===== config.mk =====
export PLATFORM = sky130hd
export DESIGN_NAME = paint_draw_fsm_flat
export DESIGN_NICKNAME = d
export VERILOG_FILES = /design/src/rtl/paint_draw_if.sv /design/src/rtl/paint_draw_fsm.sv /design/src/flat_wrapper.sv
export SDC_FILE = /design/constraint.sdc
export NUM_CORES = 1
export LEC_CHECK = 0
export BUFFER_PORTS_ARGS = -buffer_cell sky130_fd_sc_hd__clkbuf_2
export CORE_MARGIN = 2
export CORE_UTILIZATION = 45
export CTS_CLUSTER_DIAMETER = 50
export DETAILED_ROUTE_END_ITERATION = 12
export PLACE_DENSITY = 0.59
export SLEW_MARGIN = 20
export SYNTH_ARGS = -nofsm -noshare
export SYNTH_HDL_FRONTEND = slang
export SYNTH_SLANG_ARGS = --single-unit

===== constraint.sdc =====
create_clock -name Clock -period 5.9 [get_ports Clock]
set_input_delay 1.18 -clock Clock [delete_from_list [all_inputs] [get_ports Clock]]
set_output_delay 1.18 -clock Clock [all_outputs]
set_load 0.01 [all_outputs]

===== src/rtl/paint_draw_if.sv =====
// paint_draw_if: operator inputs and VGA pixel outputs of the paint draw controller
interface paint_draw_if #(parameter int X_W = 8, parameter int Y_W = 7, parameter int C_W = 3);
   logic           go;
   logic [1:0]     mode;
   logic [X_W-1:0] data_in;
   logic [C_W-1:0] colour_in;
   logic [X_W-1:0] x_out;
   logic [Y_W-1:0] y_out;
   logic [C_W-1:0] colour_out;
   logic           plot;
   logic           busy;
   logic           done;
   modport master (output go, mode, data_in, colour_in,
                   input  x_out, y_out, colour_out, plot, busy, done);
   modport slave  (input  go, mode, data_in, colour_in,
                   output x_out, y_out, colour_out, plot, busy, done);
endinterface


===== src/rtl/paint_draw_fsm.sv =====
// paint_draw_fsm: loads corner coordinates on key presses and raster-scans a pixel,
// rectangle outline or filled rectangle into a VGA adapter.
module paint_draw_fsm #(
   parameter int X_W = 8,
   parameter int Y_W = 7,
   parameter int C_W = 3
) (
   input logic         Clock,
   input logic         reset_N,
   paint_draw_if.slave bus
);
   localparam logic [2:0] S_WAIT   = 3'd0;
   localparam logic [2:0] S_GOT_X  = 3'd1;
   localparam logic [2:0] S_GOT_Y  = 3'd2;
   localparam logic [2:0] S_GOT_X2 = 3'd3;
   localparam logic [2:0] S_DRAW   = 3'd4;
   localparam logic [2:0] S_DONE   = 3'd5;
   logic [2:0]     state, nxt;
   logic           go_q, go_edge, abort, last, adv, enter;
   logic [1:0]     mode_r;
   logic [C_W-1:0] colour;
   logic [X_W-1:0] x1, x2, cx, xmin, xmax, xb_n, xmin_n, xmax_n;
   logic [Y_W-1:0] y1, y2, cy, ymin, ymax, y_new, ya_n, ymin_n, ymax_n;
   assign go_edge = bus.go & ~go_q;
   assign abort   = (state != S_WAIT) && (bus.mode == 2'b00);
   assign adv     = go_edge && !abort;
   assign last    = (cx == xmax) && (cy == ymax);
   assign y_new   = bus.data_in[Y_W-1:0];
   // a pixel shape enters DRAW from GOT_X, so both corners collapse onto X1/Y1
   assign xb_n    = (state == S_GOT_X) ? x1 : x2;
   assign ya_n    = (state == S_GOT_X) ? y_new : y1;
   assign xmin_n  = (x1 < xb_n) ? x1 : xb_n;
   assign xmax_n  = (x1 < xb_n) ? xb_n : x1;
   assign ymin_n  = (ya_n < y_new) ? ya_n : y_new;
   assign ymax_n  = (ya_n < y_new) ? y_new : ya_n;
   assign enter   = (nxt == S_DRAW) && (state != S_DRAW);
   always_comb begin
      nxt = state;
      case (state)
         S_WAIT:   nxt = (go_edge && bus.mode != 2'b00) ? S_GOT_X : S_WAIT;
         S_GOT_X:  nxt = adv ? ((mode_r == 2'b01) ? S_DRAW : S_GOT_Y) : S_GOT_X;
         S_GOT_Y:  nxt = adv ? S_GOT_X2 : S_GOT_Y;
         S_GOT_X2: nxt = adv ? S_DRAW : S_GOT_X2;
         S_DRAW:   nxt = last ? S_DONE : S_DRAW;
         S_DONE:   nxt = S_WAIT;
         default:  nxt = S_WAIT;
      endcase
      if (abort) nxt = S_WAIT;
   end
   always_ff @(posedge Clock or negedge reset_N) begin
      if (!reset_N) begin
         state  <= S_WAIT;
         go_q   <= 1'b0;
         mode_r <= 2'b00;
         colour <= '0;
         x1     <= '0;
         x2     <= '0;
         y1     <= '0;
         y2     <= '0;
         cx     <= '0;
         cy     <= '0;
         xmin   <= '0;
         xmax   <= '0;
         ymin   <= '0;
         ymax   <= '0;
      end else begin
         go_q  <= bus.go;
         state <= nxt;
         if (state == S_WAIT && nxt == S_GOT_X) begin
            x1     <= bus.data_in;
            colour <= bus.colour_in;
            mode_r <= bus.mode;
         end
         if (state == S_GOT_X && adv) y1 <= y_new;
         if (state == S_GOT_Y && adv) x2 <= bus.data_in;
         if (state == S_GOT_X2 && adv) y2 <= y_new;
         // counters hold on the final pixel so the far corner never wraps
         if (enter) begin
            xmin <= xmin_n;
            xmax <= xmax_n;
            ymin <= ymin_n;
            ymax <= ymax_n;
            cx   <= xmin_n;
            cy   <= ymin_n;
         end else if (state == S_DRAW && !abort && !last) begin
            cx <= (cx == xmax) ? xmin : cx + 1'b1;
            cy <= (cx == xmax) ? cy + 1'b1 : cy;
         end
      end
   end
   assign bus.x_out      = cx;
   assign bus.y_out      = cy;
   assign bus.colour_out = colour;
   assign bus.busy       = state != S_WAIT;
   assign bus.done       = (state == S_DONE) && !abort;
   assign bus.plot       = (state == S_DRAW) && !abort &&
                           (mode_r != 2'b10 || cx == xmin || cx == xmax || cy == ymin || cy == ymax);
endmodule


===== src/flat_wrapper.sv =====
// flat-port wrapper written by rule: the top's interface ports become plain ports
module paint_draw_fsm_flat 
#(
   parameter int X_W = 8,
   parameter int Y_W = 7,
   parameter int C_W = 3
)
  (Clock, reset_N, bus_go, bus_mode, bus_data_in, bus_colour_in, bus_x_out, bus_y_out, bus_colour_out, bus_plot, bus_busy, bus_done);
  paint_draw_if #(.X_W(X_W), .Y_W(Y_W), .C_W(C_W)) bus_i ();
  input logic Clock;
  input logic reset_N;
  input wire logic [$bits(bus_i.go)-1:0] bus_go;
  input wire logic [$bits(bus_i.mode)-1:0] bus_mode;
  input wire logic [$bits(bus_i.data_in)-1:0] bus_data_in;
  input wire logic [$bits(bus_i.colour_in)-1:0] bus_colour_in;
  output wire logic [$bits(bus_i.x_out)-1:0] bus_x_out;
  output wire logic [$bits(bus_i.y_out)-1:0] bus_y_out;
  output wire logic [$bits(bus_i.colour_out)-1:0] bus_colour_out;
  output wire logic [$bits(bus_i.plot)-1:0] bus_plot;
  output wire logic [$bits(bus_i.busy)-1:0] bus_busy;
  output wire logic [$bits(bus_i.done)-1:0] bus_done;
  assign bus_i.go = bus_go;
  assign bus_i.mode = bus_mode;
  assign bus_i.data_in = bus_data_in;
  assign bus_i.colour_in = bus_colour_in;
  assign bus_x_out = bus_i.x_out;
  assign bus_y_out = bus_i.y_out;
  assign bus_colour_out = bus_i.colour_out;
  assign bus_plot = bus_i.plot;
  assign bus_busy = bus_i.busy;
  assign bus_done = bus_i.done;
  paint_draw_fsm #(.X_W(X_W), .Y_W(Y_W), .C_W(C_W)) u_core (.Clock(Clock), .reset_N(reset_N), .bus(bus_i));
endmodule

==> out/results.txt <==
fin crit period - 3.95 ns
Final Max Tran Viols - 0
Setup TNS - 0 ns
area occupied by multi-input gates - 2500 um2
GRT Total Usage - 20.8%
Syn Nets - 490
fillcell total - 930
vias - 3498
slowest CP cell - nor3b_2
Worst setup EP type - register
DRC - 0
Max Fclk - 0.253 GHz
Layout area overhead - 11.0%
largest net degree at the start of global routing - 78
initial core utilization - 46.5%
final RePlAce weighted congestion - 0.835
RSZ-0062 raised after global routing - no
Finished Core Util - 51.6%
crit-path cells - nor3b_2 -> mux2i_1 -> ha_1 -> or4b_4 -> o221ai_2 -> a21oi_2 -> nor2_1 -> nand3_1 -> a31oi_1
area post-placement - 4830 um2
Worst Path Max Fanout - 15
Finished Cell Area - 5050 um2
Req. time, crit path - 6.19 ns
number of global-route vias before repair - 3479
Congestion Overflow GR - 0
Pre-antenna DRT Iters - 4
Rows - 36
Tcrit/Tclk final - 67.0%
share of the yosys chip area belonging to registers - 42.4%
Avg Inst Size Synth - 9.91 um2
core footprint - 9770 um2
H-tree depth - 3
Clock Skew - 0.0169 ns
Max-Cap Viols - 0
initial antenna violation count - 0
Synth Cell Area - 4550 um2
Hold Path Class - register to register
r2r setup slk - 1.95 ns
Syn Inst Count - 459
nets - 516
endpoints failing setup - 0
CP Class - register to register
die extent in y - 105 um
relative slew slack - 27.6%
#FFs+latches synth - 77
CP arrival - 4.24 ns
P per Cell Area - 559 nW/um2
Yosys cell types - 55
hold_buf cts - 0
worst-margin pin slew - 1.08 ns
Die ar. - 10900 um2
startpoint types - register
layout cells sized above 1 - 19.0%
Post-synth EDFFs - 0
Register Area - 1930 um2
CTS sink count - 77
initial drt markers - 286
hpwl dp - 7.58 mm
Routed WL - 10.8 mm
cell taking the most area after synthesis - dfrtp_1
IO Port Bufs - 36
ys async rst share - 100%
CTS Buffer Depth - 2
Clock Root Buffer - clkbuf_8
most common cell after layout, fill and taps aside - dfrtp_1
CP peak stage delay - 0.80 ns
final hold vios - 0
worst skew pair latency - 0.36 ns
CTS-repair resized insts - 0
dpl cells - 607
most frequent cells in the layout - 77 x dfrtp_1, 52 x nand2_1, 47 x o21ai_0
Pleak - 2.34 nW
Synth Warn # - 0
Die Span X - 105 um
top cell type's share of synthesized area - 42.4%
Synth area leaders - dfrtp_1 42%, mux2_2 6.7%, mux2i_1 6.2%, o21ai_0 5.2%, xor2_1 5.0%
first-pass GRT wire length - 18.0 mm
diode count - 0
final instance count without filler cells - 622
CTS tree - yes
hold slack - 0.506 ns
outcome - finished clean
vias per std cell - 5.62
top_reg_cell synth - dfrtp_1
routed len/inst - 17.3 um
Post-CTS Setup Inserts - 0
Worst-path clk slew - 0.08 ns
cts bufs inserted - 9
I/O Pins - 37
post-route ant nets - 0
VDD IR max - 0.176 mV
## final timing paths
kind / start / end / cells after the start
hold reg to reg: u_core.bus.colour_out[2] / u_core.bus.colour_out[2] / 1
setup reg to reg: u_core.state[0] / u_core.xmax[0] / 9
min in group asynchronous: reset_N / u_core.ymin[6] / 1
setup / recovery: u_core.state[0] / u_core.xmax[0] / 9
max in group asynchronous: reset_N / u_core.bus.colour_out[0] / 1
hold / removal: u_core.bus.colour_out[2] / u_core.bus.colour_out[2] / 1
## through the flow
stage          power, mW  worst slack, ns
3_3_place_gp        2.34             2.08
6_report            2.82             1.95
2_1_floorplan       2.05             2.70
5_1_grt             3.06             1.75
4_1_cts             2.82             2.04
3_5_place_dp        2.38             2.05
## logic make-up (layout without fill, tap and decap cells)
family | after synthesis | count (layout) | share of synthesized area (%)
AOI/OAI and AO/OA | 106 | 106 | 15.0
xor gates and xnor gates | 42 | 42 | 8.09
adders and majority gates | 15 | 15 | 4.13
buffers and inverters | 35 | 65 | 3.55
DFF | 77 | 77 | 42.4
muxes | 55 | 55 | 12.9
and+or+nand+nor | 129 | 129 | 14.0
## cells in the mapped netlist, drive strengths merged, types with 8 or more instances
library cell,n
o21ai,49
mux2,27
inv,11
a21o,8
mux2i,28
dfrtp,77
xnor2,16
a21oi,16
nand3,10
clkbuf,15
xor2,26
ha,15
nor2,24
buf,9
nand2,52
## state kept, by name (all words and copies together) (netlist names)
name	cells
u_core.bus.colour_out	3
u_core.y1	7
u_core.xmax	8
u_core.state	3
u_core.mode_r	2
u_core.bus.x_out	8
u_core.bus.y_out	7
u_core.x2	8
u_core.xmin	8
u_core.ymin	7
u_core.go_q	1
u_core.x1	8
u_core.ymax	7
## layout make-up
class | instances | area share [%]
Timing Repair Buffer | 39 | 4.14
Clock inverter | 4 | 1.46
Clock buffer | 11 | 2.60
Multi-Input combinational cell | 347 | 49.5
Sequential cell | 77 | 38.2
Inverter | 11 | 0.818
Tap cell | 133 | 3.30
## worst max-delay path: cells and delay by family, from the launching register on
family	cells	cell delay (ns)
adder cells (fa/ha/maj)	1	0.31
AND/OR/NAND/NOR	4	2.14
AO/OA/AOI/OAI	3	0.52
multiplexers	1	0.27
flip-flops	1	0.63
## metal layers
metal,share of wire [%],GRT usage (%),vias up
li1,-,-,1691
met1,50,29.8,1727
met2,45,32.0,73
met3,4.0,4.32,7
met4,0.87,5.79,0
met5,0,0,-
## where the power goes
| group | total [mW] | switching (mW) | internal (mW) |
|---|---|---|---|
| registers | 1.05 | 0.289 | 0.763 |
| logic | 1.34 | 0.751 | 0.585 |
| clock network | 0.434 | 0.197 | 0.236 |
| total | 2.82 | 1.24 | 1.58 |
Power figures use the tool's default switching activity.
